<file path="src/rtl/motor_ctl_pkg.sv">
// ============================================================================
// motor_ctl_pkg : shared types, default sizes and the motor_ctl packing helper
// Revision      : 1.0  initial release
// ============================================================================
`timescale 1ns/1ps
`default_nettype none

package motor_ctl_pkg;

  localparam int C_NUM_MOTORS = 6;
  localparam int C_DUTY_W     = 5;

  typedef enum logic [2:0] {
    ST_IDLE  = 3'd0,
    ST_DRAIN = 3'd1,
    ST_DEAD  = 3'd2,
    ST_APPLY = 3'd3,
    ST_RAMP  = 3'd4
  } state_t;

  // Bit 2i+1 carries the direction of motor i, bit 2i its on/off flag.
  function automatic logic [2*C_NUM_MOTORS-1:0] interleave_ctl(
    input logic [C_NUM_MOTORS-1:0] dir,
    input logic [C_NUM_MOTORS-1:0] en
  );
    logic [2*C_NUM_MOTORS-1:0] w_word;
    w_word = '0;
    for (int i = 0; i < C_NUM_MOTORS; i++) begin
      w_word[2*i+1] = dir[i];
      w_word[2*i]   = en[i];
    end
    return w_word;
  endfunction

endpackage

`default_nettype wire

</file>
<file path="src/rtl/tick_prescaler.sv">
// ============================================================================
// tick_prescaler : free-running divider, one-cycle tick every TICK_DIV clocks
// Revision       : 1.0  initial release
// ============================================================================
`timescale 1ns/1ps
`default_nettype none

module tick_prescaler #(
  parameter int TICK_DIV = 50000
) (
  input  logic clk,
  input  logic reset_n,
  output logic tick
);

  localparam int            CW   = (TICK_DIV > 1) ? $clog2(TICK_DIV) : 1;
  localparam logic [CW-1:0] LAST = CW'(TICK_DIV - 1);

  logic [CW-1:0] r_cnt;

  always_ff @(posedge clk or negedge reset_n) begin
    if (!reset_n) begin
      r_cnt <= '0;
    end else if (r_cnt == LAST) begin
      r_cnt <= '0;
    end else begin
      r_cnt <= r_cnt + 1'b1;
    end
  end

  assign tick = (r_cnt == LAST);

endmodule

`default_nettype wire

</file>
<file path="src/rtl/motor_cmd_sequencer.sv">
// ============================================================================
// motor_cmd_sequencer : one-at-a-time motor command sequencer with soft duty
//                       ramping, drain-to-zero and dead time on reversal
// Revision            : 1.0  initial release
// ============================================================================
`timescale 1ns/1ps
`default_nettype none

module motor_cmd_sequencer
  import motor_ctl_pkg::*;
#(
  parameter int NUM_MOTORS = C_NUM_MOTORS,
  parameter int DUTY_W     = C_DUTY_W,
  parameter int TICK_DIV   = 50000,
  parameter int DEAD_TICKS = 4
) (
  input  logic                    clk,
  input  logic                    reset_n,
  input  logic                    cmd_valid,
  output logic                    cmd_ready,
  input  logic [NUM_MOTORS-1:0]   cmd_dir,
  input  logic [NUM_MOTORS-1:0]   cmd_en,
  input  logic [DUTY_W-1:0]       cmd_duty,
  output logic [2*NUM_MOTORS-1:0] motor_ctl,
  output logic [DUTY_W-1:0]       duty_cycle,
  output logic                    busy
);

  localparam int            DW        = (DEAD_TICKS > 1) ? $clog2(DEAD_TICKS) : 1;
  localparam logic [DW-1:0] DEAD_LAST = DW'((DEAD_TICKS > 0) ? DEAD_TICKS - 1 : 0);

  state_t                  r_state;
  logic [2*NUM_MOTORS-1:0] r_ctl;
  logic [DUTY_W-1:0]       r_duty;
  logic [NUM_MOTORS-1:0]   r_tgt_dir;
  logic [NUM_MOTORS-1:0]   r_tgt_en;
  logic [DUTY_W-1:0]       r_tgt_duty;
  logic [NUM_MOTORS-1:0]   r_rev;
  logic [DW-1:0]           r_dead;

  logic                    w_tick;
  logic [NUM_MOTORS-1:0]   w_cur_on;
  logic [NUM_MOTORS-1:0]   w_cur_dir;
  logic [NUM_MOTORS-1:0]   w_rev;

  tick_prescaler #(
    .TICK_DIV (TICK_DIV)
  ) u_tick (
    .clk     (clk),
    .reset_n (reset_n),
    .tick    (w_tick)
  );

  for (genvar i = 0; i < NUM_MOTORS; i++) begin : g_split
    assign w_cur_on[i]  = r_ctl[2*i];
    assign w_cur_dir[i] = r_ctl[2*i+1];
  end

  // A reversal only matters for a motor that is running now and stays on.
  assign w_rev = w_cur_on & cmd_en & (w_cur_dir ^ cmd_dir);

  always_ff @(posedge clk or negedge reset_n) begin
    if (!reset_n) begin
      r_state    <= ST_IDLE;
      r_ctl      <= '0;
      r_duty     <= '0;
      r_tgt_dir  <= '0;
      r_tgt_en   <= '0;
      r_tgt_duty <= '0;
      r_rev      <= '0;
      r_dead     <= '0;
    end else begin
      unique case (r_state)
        ST_IDLE: begin
          if (cmd_valid) begin
            r_tgt_dir  <= cmd_dir;
            r_tgt_en   <= cmd_en;
            r_tgt_duty <= cmd_duty;
            r_rev      <= w_rev;
            if (w_rev == '0) begin
              r_state <= ST_APPLY;
            end else if (r_duty != '0) begin
              r_state <= ST_DRAIN;
            end else begin
              // Already at zero duty: reversing motors go off for the dead time now.
              r_state <= ST_DEAD;
              r_ctl   <= r_ctl & ~interleave_ctl('0, w_rev);
            end
          end
        end
        ST_DRAIN: begin
          if (w_tick) begin
            r_duty <= r_duty - 1'b1;
            if (r_duty == DUTY_W'(1)) begin
              r_state <= ST_DEAD;
              r_ctl   <= r_ctl & ~interleave_ctl('0, r_rev);
            end
          end
        end
        ST_DEAD: begin
          if (DEAD_TICKS == 0) begin
            r_state <= ST_APPLY;
          end else if (w_tick) begin
            if (r_dead == DEAD_LAST) begin
              r_dead  <= '0;
              r_state <= ST_APPLY;
            end else begin
              r_dead <= r_dead + 1'b1;
            end
          end
        end
        ST_APPLY: begin
          r_ctl   <= interleave_ctl(r_tgt_dir, r_tgt_en);
          r_state <= ST_RAMP;
        end
        ST_RAMP: begin
          if (r_duty == r_tgt_duty) begin
            r_state <= ST_IDLE;
          end else if (w_tick) begin
            r_duty <= (r_duty < r_tgt_duty) ? r_duty + 1'b1 : r_duty - 1'b1;
          end
        end
        default: r_state <= ST_IDLE;
      endcase
    end
  end

  assign cmd_ready  = (r_state == ST_IDLE);
  assign busy       = (r_state != ST_IDLE);
  assign motor_ctl  = r_ctl;
  assign duty_cycle = r_duty;

endmodule

`default_nettype wire

</file>
<file path="config.mk">
export PLATFORM = sky130hd
export DESIGN_NAME = motor_cmd_sequencer
export DESIGN_NICKNAME = d
export VERILOG_FILES = /design/src/rtl/motor_ctl_pkg.sv /design/src/rtl/tick_prescaler.sv /design/src/rtl/motor_cmd_sequencer.sv
export SDC_FILE = /design/constraint.sdc
export NUM_CORES = 1
export LEC_CHECK = 0
export ABC_CLOCK_PERIOD_IN_PS = 2560
export BUFFER_PORTS_ARGS = -buffer_cell sky130_fd_sc_hd__clkbuf_2
export CORE_UTILIZATION = 45
export DETAILED_ROUTE_END_ITERATION = 7
export GPL_ROUTABILITY_DRIVEN = 0
export SYNTH_ARGS = -nofsm -noshare
export SYNTH_HDL_FRONTEND = slang
export SYNTH_SLANG_ARGS = --single-unit
</file>
<file path="constraint.sdc">
create_clock -name clk -period 2.56 [get_ports clk]
set_input_delay 0.128 -clock clk [delete_from_list [all_inputs] [get_ports clk]]
set_output_delay 0.128 -clock clk [all_outputs]
set_load 0.01 [all_outputs]
</file>
==> qor.csv <==
metric,value,unit
pwr-share-clk,33.3,%
r2r-start,duty_cycle[1],
multi_input_area,1490,um2
dpl_cell_area,3370,um2
routedWlPerCell,14.9,um
cts_buffers,9,
arrival,2450,ps
finalCritPeriodShare,87.4,%
core-area,6490,um2
antenna_found_initial,0,
ff2ff_setup_slack,320,ps
cp-end-kind,flip-flop,
cellPowerDensity,887,nW/um2
synthTopCellsByArea,"dfrtp_1, mux2_2, nand2_1",
min_from,cmd_duty[4],
min_period,2240,ps
cap_violations,0,
yosys.area.top_type,dfrtp_1,
ys_types,52,
outcome,"complete, but fails checks",
clock_latency,340,ps
clk_path_buf_depth,2,
min_path_cells,2,
ant_nets,0,
fillers,589,
drv_slew,0,
r2r-end,motor_ctl[8],
rsz0062_at_grt,false,
drt_iter0_markers,68,
initial_core_util,47.6,%
drive_above_1_share,27.3,%
fmax,447,MHz
wl,6290,um
synth_edf_count,0,
hold_viol_final,0,
setup_viol_count_final,0,
io_pins,39,
die_area,7210,um2
cts_root_buf,clkbuf_8,
p_sw,948,uW
grt_first_pass_wirelength,10500,um
synth.avg_cell_area,10.6,um2
rr_worst_depth,7,
tightest_slew,777,ps
p_seq_share,42.6,%
sw_frac_of_total,29.1,%
rows,29,
synth_top_area_share,49.4,%
fin_tns_setup,0,ps
grt_max_degree,62,
irDropWorstVdd,0.622,mV
cp_data_required_time,2770,ps
grt-ovfl-total,0,
violations,DRC,
syn_to_final_growth,18.7,%
ys.flop_type,dfrtp_1,
syn_area,3090,um2
synth-seq-cells,61,
clkTransAtPathRegs,70,ps
routed_via_density,5.33,
syn_nets,321,
route.detailed.drc,3,
clock-sinks,61,
synth_seq_area_share,49.4,%
cp-start-kind,flip-flop,
p_leak,0.00179,uW
dr_total_vias,2246,
post-cts-setup-buffers,0,
comb_power_share,24.1,%
postLayoutCellArea,3670,um2
power,3260,uW
synthCells,291,
hold_path.class,primary input to flip-flop,
seq_area,1530,um2
clock_skew,5.28,ps
postSynth.asyncResetShare,100,%
antenna_cells,0,
die_width,84.9,um
dp_hpwl,4230,um
path_class,flip-flop to flip-flop,
dr.pass1.iters,8,
grtUsageTotal,19.3,%
synth-warning-count,0,
maxSlewHeadroom,48.2,%
grt_pass1_vias,2219,
p_int,2310,uW
hold_end,r_tgt_duty[4],
num-nets-final,369,
die-height,84.9,um
cts_max_level,3,
tritoncts,built,
path_max_fanout,6,
io_buffers,38,
## power by group through the flow
stage	Sequential, uW	Combinational [uW]	Clock (uW)
CTS	1390	794	1120
global placement	1390	773	0
finish	1390	784	1080
detailed placement	1410	789	0
global route	1420	886	1170
floorplan	1370	570	0
## layout make-up
| type | instances | share of cell area [%] |
|---|---|---|
| Sequential cell | 61 | 41.6 |
| Multi-Input combinational cell | 211 | 40.6 |
| Timing Repair Buffer | 47 | 7.29 |
| Clock buffer | 11 | 4.12 |
| Clock inverter | 5 | 2.90 |
| Tap cell | 77 | 2.62 |
| Inverter | 9 | 0.920 |
## routing by layer
layer | GRT usage [%] | up-vias | part of all wire [%] | wire length (um)
met5 | 0 | - | 0 | 0
met4 | 6.47 | 0 | 1.1 | 71
met3 | 7.30 | 6 | 5.2 | 326
met1 | 24.6 | 1059 | 48 | 3000
li1 | - | 1130 | - | -
met2 | 30.3 | 51 | 46 | 2890
## state kept, by name (all words and copies together) (netlist names)
register,cells
u_tick.r_cnt,16
r_tgt_dir,6
r_dead,2
motor_ctl,12
r_tgt_duty,5
r_rev,6
duty_cycle,5
r_state,3
r_tgt_en,6
## how the worst max path moves through the flow
| stage | start | endpoint | depth (start not counted) | slack [ps] |
|---|---|---|---|---|
| after detailed placement | duty_cycle[1] | motor_ctl[4] | 7 | 330 |
| final | duty_cycle[1] | motor_ctl[8] | 7 | 320 |
| after global placement | duty_cycle[1] | motor_ctl[4] | 7 | 390 |
| after global routing | duty_cycle[2] | duty_cycle[3] | 6 | 150 |
| after floorplan | duty_cycle[1] | motor_ctl[4] | 7 | 490 |
| after CTS | duty_cycle[1] | motor_ctl[2] | 7 | 310 |
## cells in the final DEF, fill, tap and decap left out, types with 2 or more instances in the layout
| cell type | count |
|---|---|
| nand3_1 | 9 |
| nand2_1 | 43 |
| o21ai_0 | 7 |
| nand4_1 | 3 |
| a211oi_1 | 2 |
| a32o_1 | 3 |
| a21oi_1 | 5 |
| nor4_2 | 3 |
| clkbuf_8 | 11 |
| xor2_1 | 17 |
| dfrtp_1 | 61 |
| and2_1 | 5 |
| a22oi_1 | 4 |
| o211ai_2 | 3 |
| bufinv_16 | 3 |
| inv_1 | 9 |
| and3_1 | 4 |
| or3_1 | 3 |
| nor2b_1 | 2 |
| clkbuf_2 | 38 |
| dlygate4sd3_1 | 4 |
| o22ai_1 | 4 |
| nor4_1 | 2 |
| o21ai_1 | 6 |
| buf_4 | 5 |
| nor2_1 | 19 |
| nor3_1 | 5 |
| o31ai_1 | 2 |
| mux2_2 | 22 |
| xnor2_1 | 5 |
| ha_1 | 10 |
## timing repair
action / CTS / global route
hold buffers: 2 / 2
gates resized for setup: 0 / 0
endpoints found under the hold margin: 62 / 2
## kinds of logic (layout without fill, tap and decap cells)
family	Yosys count	count (layout)	synth area share (%)
xor gates and xnor gates	22	22	6.23
buffers and inverters	19	72	2.51
adders and majority gates	10	10	4.05
AOI/OAI and AO/OA	44	44	10.4
muxes	24	24	8.70
and+or+nand+nor	111	111	18.8
DFF	61	61	49.4
## cell usage after synthesis (2+ instances only)
| cell | number |
|---|---|
| a211oi_1 | 2 |
| a21oi_1 | 5 |
| a22oi_1 | 4 |
| a32o_1 | 3 |
| and2_1 | 5 |
| and3_1 | 4 |
| buf_2 | 2 |
| clkbuf_1 | 7 |
| dfrtp_1 | 61 |
| ha_1 | 10 |
| inv_1 | 9 |
| mux2_2 | 22 |
| nand2_1 | 43 |
| nand3_1 | 9 |
| nand4_1 | 3 |
| nor2_1 | 19 |
| nor2b_1 | 2 |
| nor3_1 | 5 |
| nor4_1 | 2 |
| nor4_2 | 3 |
| o211ai_2 | 3 |
| o21ai_0 | 7 |
| o21ai_1 | 6 |
| o22ai_1 | 4 |
| o31ai_1 | 2 |
| or3_1 | 3 |
| xnor2_1 | 5 |
| xor2_1 | 17 |
## critical path, stage by stage (launching register included)
cell and delay (ps):
dfrtp_1 450, inv_1 120, ha_1 140, or4b_2 640, o21ai_0 340, o211ai_4 130, nor2_4 190, o211ai_2 100
## per-stage QoR
step / worst slack [ps] / hold slack (ps) / utilization [%] / std cells
4_1_cts: 310 / 2.84 / 56.2 / 419
2_1_floorplan: 493 / -168 / - / 291
5_1_grt: 147 / 8.76 / 56.5 / 421
6_report: 324 / 28.1 / 56.5 / 421
3_5_place_dp: 331 / 345 / 51.9 / 401
3_3_place_gp: 393 / 351 / 51.9 / 401
Note: power is estimated with default switching activity, not from simulation.
